--- src/rtl/idli_sqi_ctrl_m_pkg.sv ---
// Shared definitions for the SQI SRAM sequencer.
//   sqi_state_t   : sequencer phases
//   sqi_data_t    : one SIO nibble, used by every nibble-wide port
//   SQI_CMD_READ  : serial SRAM READ opcode
//   SQI_CMD_WRITE : serial SRAM WRITE opcode
package idli_sqi_ctrl_m_pkg;

    typedef enum logic [2:0] {
        IDLE,
        CMD,
        ADDR,
        DUMMY,
        DATA,
        END
    } sqi_state_t;

    typedef logic [3:0] sqi_data_t;

    localparam logic [7:0] SQI_CMD_READ  = 8'h03;
    localparam logic [7:0] SQI_CMD_WRITE = 8'h02;

    // Phase lengths in SCK cycles (one nibble per cycle).
    localparam int unsigned SQI_CMD_CYC  = 2;
    localparam int unsigned SQI_ADDR_CYC = 6;

endpackage

--- src/rtl/idli_sqi_ctrl_m.sv ---
// SQI SRAM sequencer: issues command, 24b address and dummy phases on the
// 4-bit SIO bus, then streams nibbles until redirected or terminated.
//
// Optional feature macro: IDLI_SQI_WRITE_EN (write transactions). When it is
// undefined every transaction is a read and o_sqi_wr_ack is tied low.
//
// Ports:
//   i_sqi_gck       clock (SCK derived from it, gated by o_sqi_sck_en)
//   i_sqi_rst       synchronous active-high reset
//   i_sqi_req       request new transaction (start or redirect)
//   i_sqi_wr        transaction is a write (IDLI_SQI_WRITE_EN only)
//   i_sqi_addr      16b word address; byte address = {7'b0, addr, 1'b0}
//   o_sqi_acp       request accepted this cycle
//   i_sqi_end       terminate the current transaction
//   i_sqi_stall     consumer not ready; freezes DATA
//   o_sqi_rd_data   read nibble
//   o_sqi_rd_vld    o_sqi_rd_data valid
//   i_sqi_wr_data   write nibble
//   o_sqi_wr_ack    i_sqi_wr_data consumed this cycle
//   o_sqi_cs_n      SRAM chip select, active-low
//   o_sqi_sck_en    SCK enable for this cycle
//   o_sqi_sio_out   SIO drive value
//   o_sqi_sio_oe    SIO output enable
//   i_sqi_sio_in    SIO sampled value
module idli_sqi_ctrl_m
    import idli_sqi_ctrl_m_pkg::*;
#(
    parameter int unsigned SQI_DUMMY_CYC = 2
) (
    input  logic        i_sqi_gck,
    input  logic        i_sqi_rst,
    input  logic        i_sqi_req,
    input  logic        i_sqi_wr,
    input  logic [15:0] i_sqi_addr,
    output logic        o_sqi_acp,
    input  logic        i_sqi_end,
    input  logic        i_sqi_stall,
    output sqi_data_t   o_sqi_rd_data,
    output logic        o_sqi_rd_vld,
    input  sqi_data_t   i_sqi_wr_data,
    output logic        o_sqi_wr_ack,
    output logic        o_sqi_cs_n,
    output logic        o_sqi_sck_en,
    output sqi_data_t   o_sqi_sio_out,
    output logic        o_sqi_sio_oe,
    input  sqi_data_t   i_sqi_sio_in
);

    sqi_state_t  state;
    sqi_state_t  state_nx;
    logic [2:0]  cnt;
    logic [2:0]  cnt_nx;
    logic [31:0] sr;        // {cmd, byte address}, MS nibble on SIO
    logic        wr_q;      // current transaction is a write
    logic        pend;      // redirect accepted in DATA, CMD follows END
    logic        wr_in;
    logic        data_wr;   // write data being driven this cycle

`ifdef IDLI_SQI_WRITE_EN
    assign wr_in = i_sqi_wr;
`else
    logic unused_wr;
    assign wr_in     = 1'b0;
    assign unused_wr = ^{i_sqi_wr, i_sqi_wr_data};
`endif

    // Counter value loaded on entry to each phase; the phase ends at zero.
    function automatic logic [2:0] phase_len(input sqi_state_t s);
        case (s)
            CMD:     phase_len = 3'(SQI_CMD_CYC - 1);
            ADDR:    phase_len = 3'(SQI_ADDR_CYC - 1);
            DUMMY:   phase_len = 3'(SQI_DUMMY_CYC - 1);
            default: phase_len = '0;
        endcase
    endfunction

    assign o_sqi_acp = i_sqi_req && !i_sqi_rst && (state == IDLE || state == DATA);

    always_comb begin
        state_nx = state;
        case (state)
            IDLE:    if (o_sqi_acp) state_nx = CMD;
            CMD:     if (cnt == '0) state_nx = ADDR;
            ADDR:    if (cnt == '0) state_nx = wr_q ? DATA : DUMMY;
            DUMMY:   if (cnt == '0) state_nx = DATA;
            DATA:    if (o_sqi_acp || i_sqi_end) state_nx = END;
            END:     state_nx = pend ? CMD : IDLE;
            default: state_nx = IDLE;
        endcase

        if (state_nx != state) begin
            cnt_nx = phase_len(state_nx);
        end else if (cnt != '0) begin
            cnt_nx = cnt - 3'd1;
        end else begin
            cnt_nx = '0;
        end
    end

    always_comb begin
        data_wr       = (state == DATA) && wr_q;
        o_sqi_cs_n    = !(state == CMD || state == ADDR || state == DUMMY || state == DATA);
        o_sqi_sio_oe  = (state == CMD) || (state == ADDR) || data_wr;
        o_sqi_sck_en  = (state == CMD) || (state == ADDR) || (state == DUMMY) ||
                        ((state == DATA) && !i_sqi_stall);
        o_sqi_sio_out = '0;
        if (state == CMD || state == ADDR) begin
            o_sqi_sio_out = sr[31:28];
        end else if (data_wr) begin
            o_sqi_sio_out = i_sqi_wr_data;
        end
`ifdef IDLI_SQI_WRITE_EN
        o_sqi_wr_ack  = data_wr && !i_sqi_stall;
`else
        o_sqi_wr_ack  = 1'b0;
`endif
    end

    always_ff @(posedge i_sqi_gck) begin
        if (i_sqi_rst) begin
            state         <= IDLE;
            cnt           <= '0;
            sr            <= '0;
            wr_q          <= 1'b0;
            pend          <= 1'b0;
            o_sqi_rd_data <= '0;
            o_sqi_rd_vld  <= 1'b0;
        end else begin
            state <= state_nx;
            cnt   <= cnt_nx;

            // A redirect loads the new command/address during DATA; it is
            // only shifted out once CMD is reached after END.
            if (o_sqi_acp) begin
                sr   <= {(wr_in ? SQI_CMD_WRITE : SQI_CMD_READ), 7'b0, i_sqi_addr, 1'b0};
                wr_q <= wr_in;
            end else if (state == CMD || state == ADDR) begin
                sr <= {sr[27:0], 4'b0};
            end

            if (state == DATA && o_sqi_acp) begin
                pend <= 1'b1;
            end else if (state == END) begin
                pend <= 1'b0;
            end

            if (state == DATA && !wr_q && o_sqi_sck_en) begin
                o_sqi_rd_data <= i_sqi_sio_in;
            end
            // The nibble sampled while leaving DATA is discarded.
            o_sqi_rd_vld <= (state == DATA) && !wr_q && o_sqi_sck_en &&
                            !o_sqi_acp && !i_sqi_end;
        end
    end

endmodule
--- config.mk ---
export PLATFORM = sky130hd
export DESIGN_NAME = idli_sqi_ctrl_m
export DESIGN_NICKNAME = d
export VERILOG_FILES = /design/src/rtl/idli_sqi_ctrl_m_pkg.sv /design/src/rtl/idli_sqi_ctrl_m.sv
export SDC_FILE = /design/constraint.sdc
export NUM_CORES = 1
export LEC_CHECK = 0
export ABC_AREA = 0
export BUFFER_PORTS_ARGS = -buffer_cell sky130_fd_sc_hd__clkbuf_2
export CAP_MARGIN = 10
export CORE_MARGIN = 2
export CORE_UTILIZATION = 56
export DETAILED_ROUTE_END_ITERATION = 6
export PLACE_DENSITY = 0.81
export SLEW_MARGIN = 20
export SYNTH_ARGS = -nofsm -noshare
export SYNTH_HDL_FRONTEND = slang
export SYNTH_SLANG_ARGS = --single-unit
--- constraint.sdc ---
create_clock -name i_sqi_gck -period 2.95 [get_ports i_sqi_gck]
set_input_delay 0.7375 -clock i_sqi_gck [delete_from_list [all_inputs] [get_ports i_sqi_gck]]
set_output_delay 0.7375 -clock i_sqi_gck [all_outputs]
set_load 0.005 [all_outputs]
==> results.json, run 1 <==
{
  "diodes": 0,
  "root_buffer": "clkbuf_4",
  "cts_tree": "built",
  "wl_per_cell_um": 11.7,
  "setup_viol": 0,
  "core_mm2": 0.00308,
  "setup_slack_ns": 0.456,
  "cts.clk_slew.worst_paths_ns": 0.12,
  "p_switching_w": 0.000761,
  "grt_remaining_overflow": 0,
  "yosysSeqAreaShare_pct": 47.2,
  "clock_skew_ns": 0.00514,
  "p_clk_share_pct": 17.3,
  "viasPerCell": 5.26,
  "min_period_ns": 2.49,
  "p_leak_nw": 0.833,
  "die_y_um": 61.1,
  "crit_required_ns": 2.21,
  "layout_commonest_cell": "nand2_1",
  "clk_latency_ns": 0.35,
  "drive_gt1_share_pct": 20.2,
  "grt_max_degree": 36,
  "clk_path_buf_depth": 2,
  "crit_path_max_fanout": 12,
  "grt_util_all_layers_pct": 21.1,
  "portBuffers": 37,
  "placed_cell_area_mm2": 0.00201,
  "layout_common_cells": "nand2_1, dfxtp_1, clkbuf_2, a21oi_1, nor2_1",
  "dp_hpwl_um": 2380,
  "drt_pass1_iterations": 4,
  "synth_top_cell_by_area": "dfxtp_1",
  "outcome": "finished clean",
  "cap_violations": 0,
  "cts_resized": 0,
  "grt_setup_unrepaired": "false",
  "syn_area_mm2": 0.00183,
  "power_w": 0.00188,
  "synth_top_cells_by_area": "dfxtp_1, nand2_1, a21oi_1",
  "cellPowerDensity_mw_per_mm2": 904,
  "row_count": 20,
  "cts_buffers": 5,
  "ioPinCount": 44,
  "die_w_um": 61.1,
  "clock_sinks": 43,
  "p_int_w": 0.00112,
  "setup_tns_ns": 0,
  "pwr-share-seq_pct": 41.5,
  "die-area_mm2": 0.00373,
  "worstSetupPathType": "reg2out",
  "syn2layout_area_growth_pct": 13.6,
  "syn_nets": 260,
  "globalplace.congestion": 0.819,
  "start_util_pct": 59.3,
  "yosysUniqueCellTypes": 34,
  "end_kind": "output port",
  "routed_wl_um": 3540,
  "max-slew-margin-rel_pct": 64.1,
  "fin_area_mm2": 0.00207,
  "antenna_found_initial": 0,
  "yosys_register_bits": 43,
  "synth_top_area_share_pct": 47.2,
  "grt_pass1_wl_um": 5800,
  "vias": 1589,
  "cp.arrival_ns": 1.76,
  "nFillCells": 280,
  "cts-htree-levels": 2,
  "ir_worst_vdd_uv": 440,
  "grt_pass1_vias": 1315,
  "syn_inst": 227,
  "avgSynthCellArea_um2": 8.04,
  "synth_warnings": 0,
  "finalMaxSlewViolations": 0,
  "drt_iter0_markers": 67,
  "start_kind": "register",
  "final_nets": 290,
  "netSwitchingFraction_pct": 40.5,
  "postRouteAntennaNets": 0,
  "period_share_pct": 84.6,
  "final_hold_viol_count": 0,
  "tightest_slew_ns": 0.538,
  "p_comb_share_pct": 41.2,
  "holdBufCountCts": 0,
  "drc": 0,
  "place_ws_ns": 0.551,
  "hp-class": "reg2reg",
  "postCtsSetupBuffers": 0,
  "fmax_mhz": 401
}
[final timing paths]
check        startpoint  cells after the start  slack (ns)           end
max            state[2]                      4        0.46  o_sqi_sck_en
min reg2reg      sr[30]                      2        0.46        sr[30]
min              sr[30]                      2        0.46        sr[30]
max reg2reg    state[0]                      4        1.03  o_sqi_rd_vld
[final cells by class]
type	count	area [µm²]	area share, %
flip-flops and latches	43	861	41.5
multi-input cells	159	848	40.9
repair buffers	41	215	10.4
clock buffers	8	68.8	3.32
well taps	44	55.1	2.65
inverters	7	26.3	1.27
[Yosys cell counts, drive strengths merged]
cell,instances
and3,1
ha,3
a22oi,2
conb,1
o41ai,1
nand2b,2
nor2b,1
buf,7
nand3,5
mux2i,2
and2,5
mux2,1
a31o,1
nor3b,1
nor3,3
nand4,1
xnor2,1
nor2,17
a21oi,22
o22ai,1
clkbuf,11
or4b,1
inv,7
o21ai,4
nor4bb,1
a311oi,12
nand2,65
dfxtp,43
xor2,2
nor4,1
a211oi,2
[layer usage]
layer | global-route usage, % | vias to the layer above | routed length (µm) | part of all wire (%)
li1 | - | 822 | - | -
met1 | 26.7 | 714 | 1610 | 45
met2 | 34.2 | 47 | 1680 | 47
met3 | 6.51 | 6 | 216 | 6.1
met4 | 7.45 | 0 | 42 | 1.2
met5 | 0 | - | 0 | 0
[worst max-delay path, cell delays in order, from the launching register on]
cell and delay (ns):
dfxtp_1 0.56, nor2b_1 0.36, nand2_1 0.23, o21ai_0 0.12, clkbuf_2 0.13
[metrics by stage]
step	std cells	utilization [%]	hold WS [ns]
after detailed placement	294	65.2	0.444
after global routing	302	67.4	0.475
after global placement	294	65.2	0.437
after floorplan	227	-	0.431
final	302	67.4	0.458
after CTS	302	67.4	0.461
[registers in the layout (all words and copies together) (netlist names)]
| register | flops |
|---|---|
| sr | 31 |
| o_sqi_rd_data | 4 |
| cnt | 3 |
| pend | 1 |
| state | 3 |
| o_sqi_rd_vld | 1 |
[power by group through the flow]
stage,clock [W],sequential (W),combinational (W)
after floorplan,0,0.000746,0.000641
after global placement,0,0.000785,0.000762
after detailed placement,0,0.000791,0.000778
after CTS,0.000329,0.000779,0.000783
final,0.000324,0.000779,0.000773
after global routing,0.000356,0.000797,0.000862
[kinds of logic after synthesis]
| group | count (synthesis) | share of synthesized area [%] |
|---|---|---|
| AO/OA/AOI/OAI | 45 | 16.2 |
| XOR/XNOR | 3 | 1.44 |
| adder cells (fa/ha/maj) | 3 | 2.06 |
| buffers and inverters | 25 | 6.37 |
| flip-flops | 43 | 47.2 |
| multiplexers | 3 | 1.71 |
| other | 1 | 0.205 |
| AND/OR/NAND/NOR | 104 | 24.8 |
(Power assumes the default switching activity.)
==> run 2, diff against run 1 <==
--- a/config.mk
+++ b/config.mk
@@ -9,9 +9,9 @@
 export BUFFER_PORTS_ARGS = -buffer_cell sky130_fd_sc_hd__clkbuf_2
 export CAP_MARGIN = 10
 export CORE_MARGIN = 2
-export CORE_UTILIZATION = 56
+export CORE_UTILIZATION = 47
 export DETAILED_ROUTE_END_ITERATION = 6
-export PLACE_DENSITY = 0.81
+export PLACE_DENSITY = 0.72
 export SLEW_MARGIN = 20
 export SYNTH_ARGS = -nofsm -noshare
 export SYNTH_HDL_FRONTEND = slang
==> constraint.sdc (replaced) <==
create_clock -name i_sqi_gck -period 2.12 [get_ports i_sqi_gck]
set_input_delay 0.53 -clock i_sqi_gck [delete_from_list [all_inputs] [get_ports i_sqi_gck]]
set_output_delay 0.53 -clock i_sqi_gck [all_outputs]
set_load 0.005 [all_outputs]
==> run 2 against run 1 <==
Worst hold slack worse by 0.014 ns; worst setup slack worse by 0.29 ns; non-clock buffer count rose by 6.
==> results.json, run 2 (synthesized netlist as in run 1, its figures left out) <==
{
  "syn2layout_area_growth_pct": 19.1,
  "cts_tree": "built",
  "cellPowerDensity_mw_per_mm2": 1320,
  "cts-htree-levels": 2,
  "diodes": 0,
  "finalMaxSlewViolations": 0,
  "row_count": 22,
  "wl_per_cell_um": 11.5,
  "grt_setup_unrepaired": "false",
  "drt_pass1_iterations": 4,
  "period_share_pct": 92.2,
  "die_y_um": 66.3,
  "worstSetupPathType": "reg2out",
  "fin_area_mm2": 0.00217,
  "clock_skew_ns": 0.00239,
  "netSwitchingFraction_pct": 38.2,
  "critical_path.cell_chain": "or4b_4, inv_1, clkbuf_2",
  "nFillCells": 379,
  "min_period_ns": 1.95,
  "layout_commonest_cell": "nand2_1",
  "pwr-share-seq_pct": 37.2,
  "regMostFlops": "sr",
  "p_comb_share_pct": 40.1,
  "dp_hpwl_um": 2380,
  "vias": 1597,
  "outcome": "finished clean",
  "fmax_mhz": 512,
  "ioPinCount": 44,
  "layout_common_cells": "nand2_1, dfxtp_1, clkbuf_2, a21oi_1, nor2_1",
  "p_switching_w": 0.00110,
  "final_nets": 296,
  "cp.arrival_ns": 1.42,
  "globalplace.congestion": 0.830,
  "core_mm2": 0.00369,
  "grt_util_all_layers_pct": 18.4,
  "crit_family": "simple AND/OR/NAND/NOR gates",
  "grt_pass1_vias": 1443,
  "end_kind": "output port",
  "p_int_w": 0.00177,
  "clk_path_buf_depth": 2,
  "postCtsSetupBuffers": 0,
  "viasPerCell": 5.12,
  "p_leak_nw": 0.887,
  "clock_sinks": 43,
  "cts_resized": 0,
  "cap_violations": 0,
  "ir_worst_vdd_uv": 549,
  "postRouteAntennaNets": 0,
  "slowest_delay_ns": 0.53,
  "path_buf_inv": 2,
  "holdBufCountCts": 0,
  "drive_gt1_share_pct": 22.7,
  "grt_max_degree": 33,
  "die_w_um": 66.3,
  "drc": 0,
  "cts.clk_slew.worst_paths_ns": 0.08,
  "cts_buffers": 5,
  "grt_remaining_overflow": 0,
  "portBuffers": 37,
  "start_kind": "register",
  "drt_iter0_markers": 111,
  "clk_latency_ns": 0.29,
  "p_clk_share_pct": 22.8,
  "root_buffer": "clkbuf_8",
  "antenna_found_initial": 0,
  "largest_reg_flops": 31,
  "start_util_pct": 49.5,
  "crit_required_ns": 1.59,
  "final_hold_viol_count": 0,
  "crit_path_max_fanout": 8,
  "reg_top3": "sr (31), o_sqi_rd_data (4)",
  "hp-class": "in2reg",
  "die-area_mm2": 0.00440,
  "routed_wl_um": 3580,
  "grt_pass1_wl_um": 6200,
  "placed_cell_area_mm2": 0.00206,
  "slowest_stage": "or4b_4",
  "setup_tns_ns": 0,
  "setup_viol": 0
}
## run 2: changes by cell type in the layout (fill, tap and decap cells not counted)
cell,delta
clkbuf_1,-1
clkinv_2,+1
buf_4,+6
dfxtp_1,-1
clkbuf_4,-5
clkbuf_8,+4
dfxtp_2,+1
bufinv_16,+1
## run 2: per-stage QoR
stage | setup WS [ns] | total power, W | cells | hold slack (ns) | utilization [%]
4_1_cts | 0.0577 | 0.00288 | 312 | 0.437 | 58.9
2_1_floorplan | 0.293 | 0.00193 | 227 | 0.431 | -
6_report | 0.166 | 0.00287 | 312 | 0.444 | 59.0
5_1_grt | 0.0469 | 0.00308 | 312 | 0.444 | 59.0
3_5_place_dp | 0.171 | 0.00223 | 304 | 0.442 | 55.7
3_3_place_gp | 0.173 | 0.00221 | 304 | 0.436 | 55.7
## run 2: metal layers
layer / share of wire [%] / vias up / global-route usage [%] / wire length [µm]
li1: - / 835 / - / -
met1: 48 / 715 / 23.1 / 1730
met2: 45 / 40 / 29.8 / 1600
met3: 5.6 / 7 / 6.30 / 200
met4: 1.3 / 0 / 5.36 / 48
met5: 0 / - / 0 / 0
## run 2: power by group through the flow
stage	Sequential [W]	Combinational (W)	Clock [W]
2_1_floorplan	0.00104	0.000892	0
3_3_place_gp	0.00107	0.00113	0
3_5_place_dp	0.00108	0.00115	0
4_1_cts	0.00106	0.00115	0.000671
5_1_grt	0.00109	0.00129	0.000704
6_report	0.00106	0.00115	0.000652
## run 2: worst paths after layout
| kind | startpoint | end | slack (ns) | cells after the start |
|---|---|---|---|---|
| hold reg to reg | sr[31] | sr[31] | 0.45 | 2 |
| setup / recovery | state[1] | o_sqi_acp | 0.17 | 3 |
| setup reg to reg | cnt[0] | cnt[0] | 0.44 | 7 |
| hold / removal | i_sqi_end | o_sqi_rd_vld | 0.44 | 2 |
## run 2: cell type report
| cell class | count | area [µm²] | area share [%] |
|---|---|---|---|
| Clock buffer | 6 | 82.6 | 3.80 |
| Clock inverter | 2 | 35.0 | 1.61 |
| Inverter | 7 | 26.3 | 1.21 |
| Multi-Input combinational cell | 159 | 848 | 39.0 |
| Sequential cell | 43 | 862 | 39.6 |
| Tap cell | 48 | 60.1 | 2.76 |
| Timing Repair Buffer | 47 | 260 | 12.0 |
==> run 3, diff against run 2 <==
--- a/config.mk
+++ b/config.mk
@@ -9,9 +9,9 @@
 export BUFFER_PORTS_ARGS = -buffer_cell sky130_fd_sc_hd__clkbuf_2
 export CAP_MARGIN = 10
 export CORE_MARGIN = 2
-export CORE_UTILIZATION = 47
+export CORE_UTILIZATION = 40
 export DETAILED_ROUTE_END_ITERATION = 6
-export PLACE_DENSITY = 0.72
+export PLACE_DENSITY = 0.61
 export SLEW_MARGIN = 20
 export SYNTH_ARGS = -nofsm -noshare
 export SYNTH_HDL_FRONTEND = slang
==> constraint.sdc (replaced) <==
create_clock -name i_sqi_gck -period 2.2 [get_ports i_sqi_gck]
set_input_delay 0.55 -clock i_sqi_gck [delete_from_list [all_inputs] [get_ports i_sqi_gck]]
set_output_delay 0.55 -clock i_sqi_gck [all_outputs]
set_load 0.005 [all_outputs]
==> run 3 against run 2 <==
Sequential cell count stayed put; sequential power is 4% lower; final cell count is 1.3% higher; register-to-register slack better by 0.04 ns; critical endpoint unchanged; core utilization is 9.8 points lower; largest cell class unchanged; first-iteration DRC count is 9.9% lower; non-clock buffer count stayed put; worst setup slack better by 0.0060 ns; cell area is 0.98% lower.
==> results.json, run 3 (synthesized netlist as in run 1, its figures left out) <==
{
  "dp_cells": 308,
  "p_switching_w": 0.00107,
  "hp-class": "reg2reg",
  "ir_worst_vdd_uv": 589,
  "fin_cells": 316,
  "setup_slack_ns": 0.172,
  "antenna_found_initial": 0,
  "setup_viol": 0,
  "clock_skew_ns": 0.00614,
  "clock_sinks": 43,
  "clk_path_buf_depth": 2,
  "vias": 1579,
  "crit_path_start": "state[1]",
  "final_nets": 296,
  "cts_resized": 0,
  "die-area_mm2": 0.00512,
  "crit_path_max_fanout": 8,
  "cts.clk_slew.worst_paths_ns": 0.09,
  "place_ws_ns": 0.207,
  "period_share_pct": 92.2,
  "cap_violations": 0,
  "die_w_um": 71.6,
  "diodes": 0,
  "routed_wl_um": 3510,
  "crit_required_ns": 1.65,
  "layout_common_cells": "nand2_1, dfxtp_1, clkbuf_2, a21oi_1, nor2_1",
  "rrSetupSlack_ns": 0.48,
  "drive_gt1_share_pct": 22.3,
  "wl_per_cell_um": 11.1,
  "cts-htree-levels": 2,
  "portBuffers": 37,
  "grt_pass1_wl_um": 6280,
  "p_clk_share_pct": 19.5,
  "fin_area_mm2": 0.00215,
  "cts_tree": "built",
  "layout_commonest_cell": "nand2_1",
  "start_util_pct": 41.6,
  "outcome": "finished clean",
  "viasPerCell": 5.00,
  "regMostFlops": "sr",
  "crit_path_end": "o_sqi_acp",
  "pwr-share-seq_pct": 38.8,
  "min_period_ns": 2.03,
  "grt_setup_unrepaired": "false",
  "holdBufCountCts": 0,
  "core_mm2": 0.00438,
  "grt_util_all_layers_pct": 15.1,
  "drt_iter0_markers": 100,
  "fmax_mhz": 493,
  "die_y_um": 71.6,
  "p_int_w": 0.00156,
  "p_comb_share_pct": 41.7,
  "reg_top3": "sr (31), o_sqi_rd_data (4)",
  "cts_buffers": 5,
  "clk_latency_ns": 0.30,
  "drc": 0,
  "grt_pass1_vias": 1433,
  "fin_util_pct": 49.1,
  "largest_reg_flops": 31,
  "dp_hpwl_um": 2350,
  "cellPowerDensity_mw_per_mm2": 1220,
  "drt_pass1_iterations": 4,
  "worstSetupPathType": "reg2out",
  "r2r.worst_path.cells": 7,
  "placed_cell_area_mm2": 0.00206,
  "start_kind": "register",
  "nFillCells": 443,
  "root_buffer": "clkbuf_8",
  "r2r-end": "cnt[0]",
  "p_leak_nw": 0.866,
  "end_kind": "output port",
  "r2r-start": "cnt[0]",
  "postRouteAntennaNets": 0,
  "netSwitchingFraction_pct": 40.6,
  "grt_max_degree": 33,
  "syn2layout_area_growth_pct": 18.0,
  "cp.arrival_ns": 1.48,
  "finalMaxSlewViolations": 0,
  "postCtsSetupBuffers": 0,
  "row_count": 24,
  "grt_remaining_overflow": 0,
  "globalplace.congestion": 0.818,
  "setup_tns_ns": 0,
  "final_hold_viol_count": 0,
  "ioPinCount": 44
}
==> run 3: cell count changes in the layout (fill, tap and decap cells not counted), sizes merged <==
cell and change:
inv +1, clkinvlp +2, bufinv -1, clkinv -1, clkbuf -1
==> run 3: how the worst min path moves through the flow <==
stage | startpoint | endpoint | slack (ns) | cells after the start
final | sr[19] | sr[23] | 0.44 | 2
after global routing | i_sqi_end | o_sqi_rd_vld | 0.44 | 2
after CTS | i_sqi_end | o_sqi_rd_vld | 0.44 | 2
after detailed placement | sr[23] | sr[27] | 0.44 | 2
after global placement | sr[31] | sr[31] | 0.44 | 2
after floorplan | sr[24] | sr[28] | 0.43 | 2
==> run 3: layout make-up <==
class | instances | area (µm²) | share of cell area [%]
clock inverters | 3 | 23.8 | 1.10
inverters | 7 | 26.3 | 1.22
multi-input cells | 159 | 848 | 39.4
repair buffers | 47 | 260 | 12.1
clock buffers | 5 | 68.8 | 3.20
flip-flops and latches | 43 | 861 | 40.0
well taps | 52 | 65.1 | 3.02
==> run 3: power groups by stage <==
stage / Clock (W) / Sequential (W) / Combinational (W)
finish: 0.000514 / 0.00102 / 0.00110
global route: 0.000562 / 0.00105 / 0.00125
CTS: 0.000532 / 0.00102 / 0.00111
detailed placement: 0 / 0.00104 / 0.00111
global placement: 0 / 0.00104 / 0.00111
floorplan: 0 / 0.00100 / 0.000860
==> run 3: per-stage QoR <==
stage / hold WS [ns] / total power, W
after floorplan: 0.431 / 0.00186
final: 0.445 / 0.00263
after CTS: 0.436 / 0.00267
after global placement: 0.437 / 0.00215
after detailed placement: 0.441 / 0.00214
after global routing: 0.440 / 0.00285
==> run 3: critical path, cell delays in order, from the launching register on <==
cell,delay [ns]
dfxtp_1,0.41
or4b_4,0.56
inv_1,0.10
clkbuf_2,0.11
==> run 3: metal layers <==
layer	vias up	routed length [µm]	global-route usage, %	share of wire, %
li1	835	-	-	-
met1	695	1740	20.8	50
met2	41	1540	23.1	44
met3	8	197	4.78	5.6
met4	0	33	3.77	0.94
met5	-	0	0	0
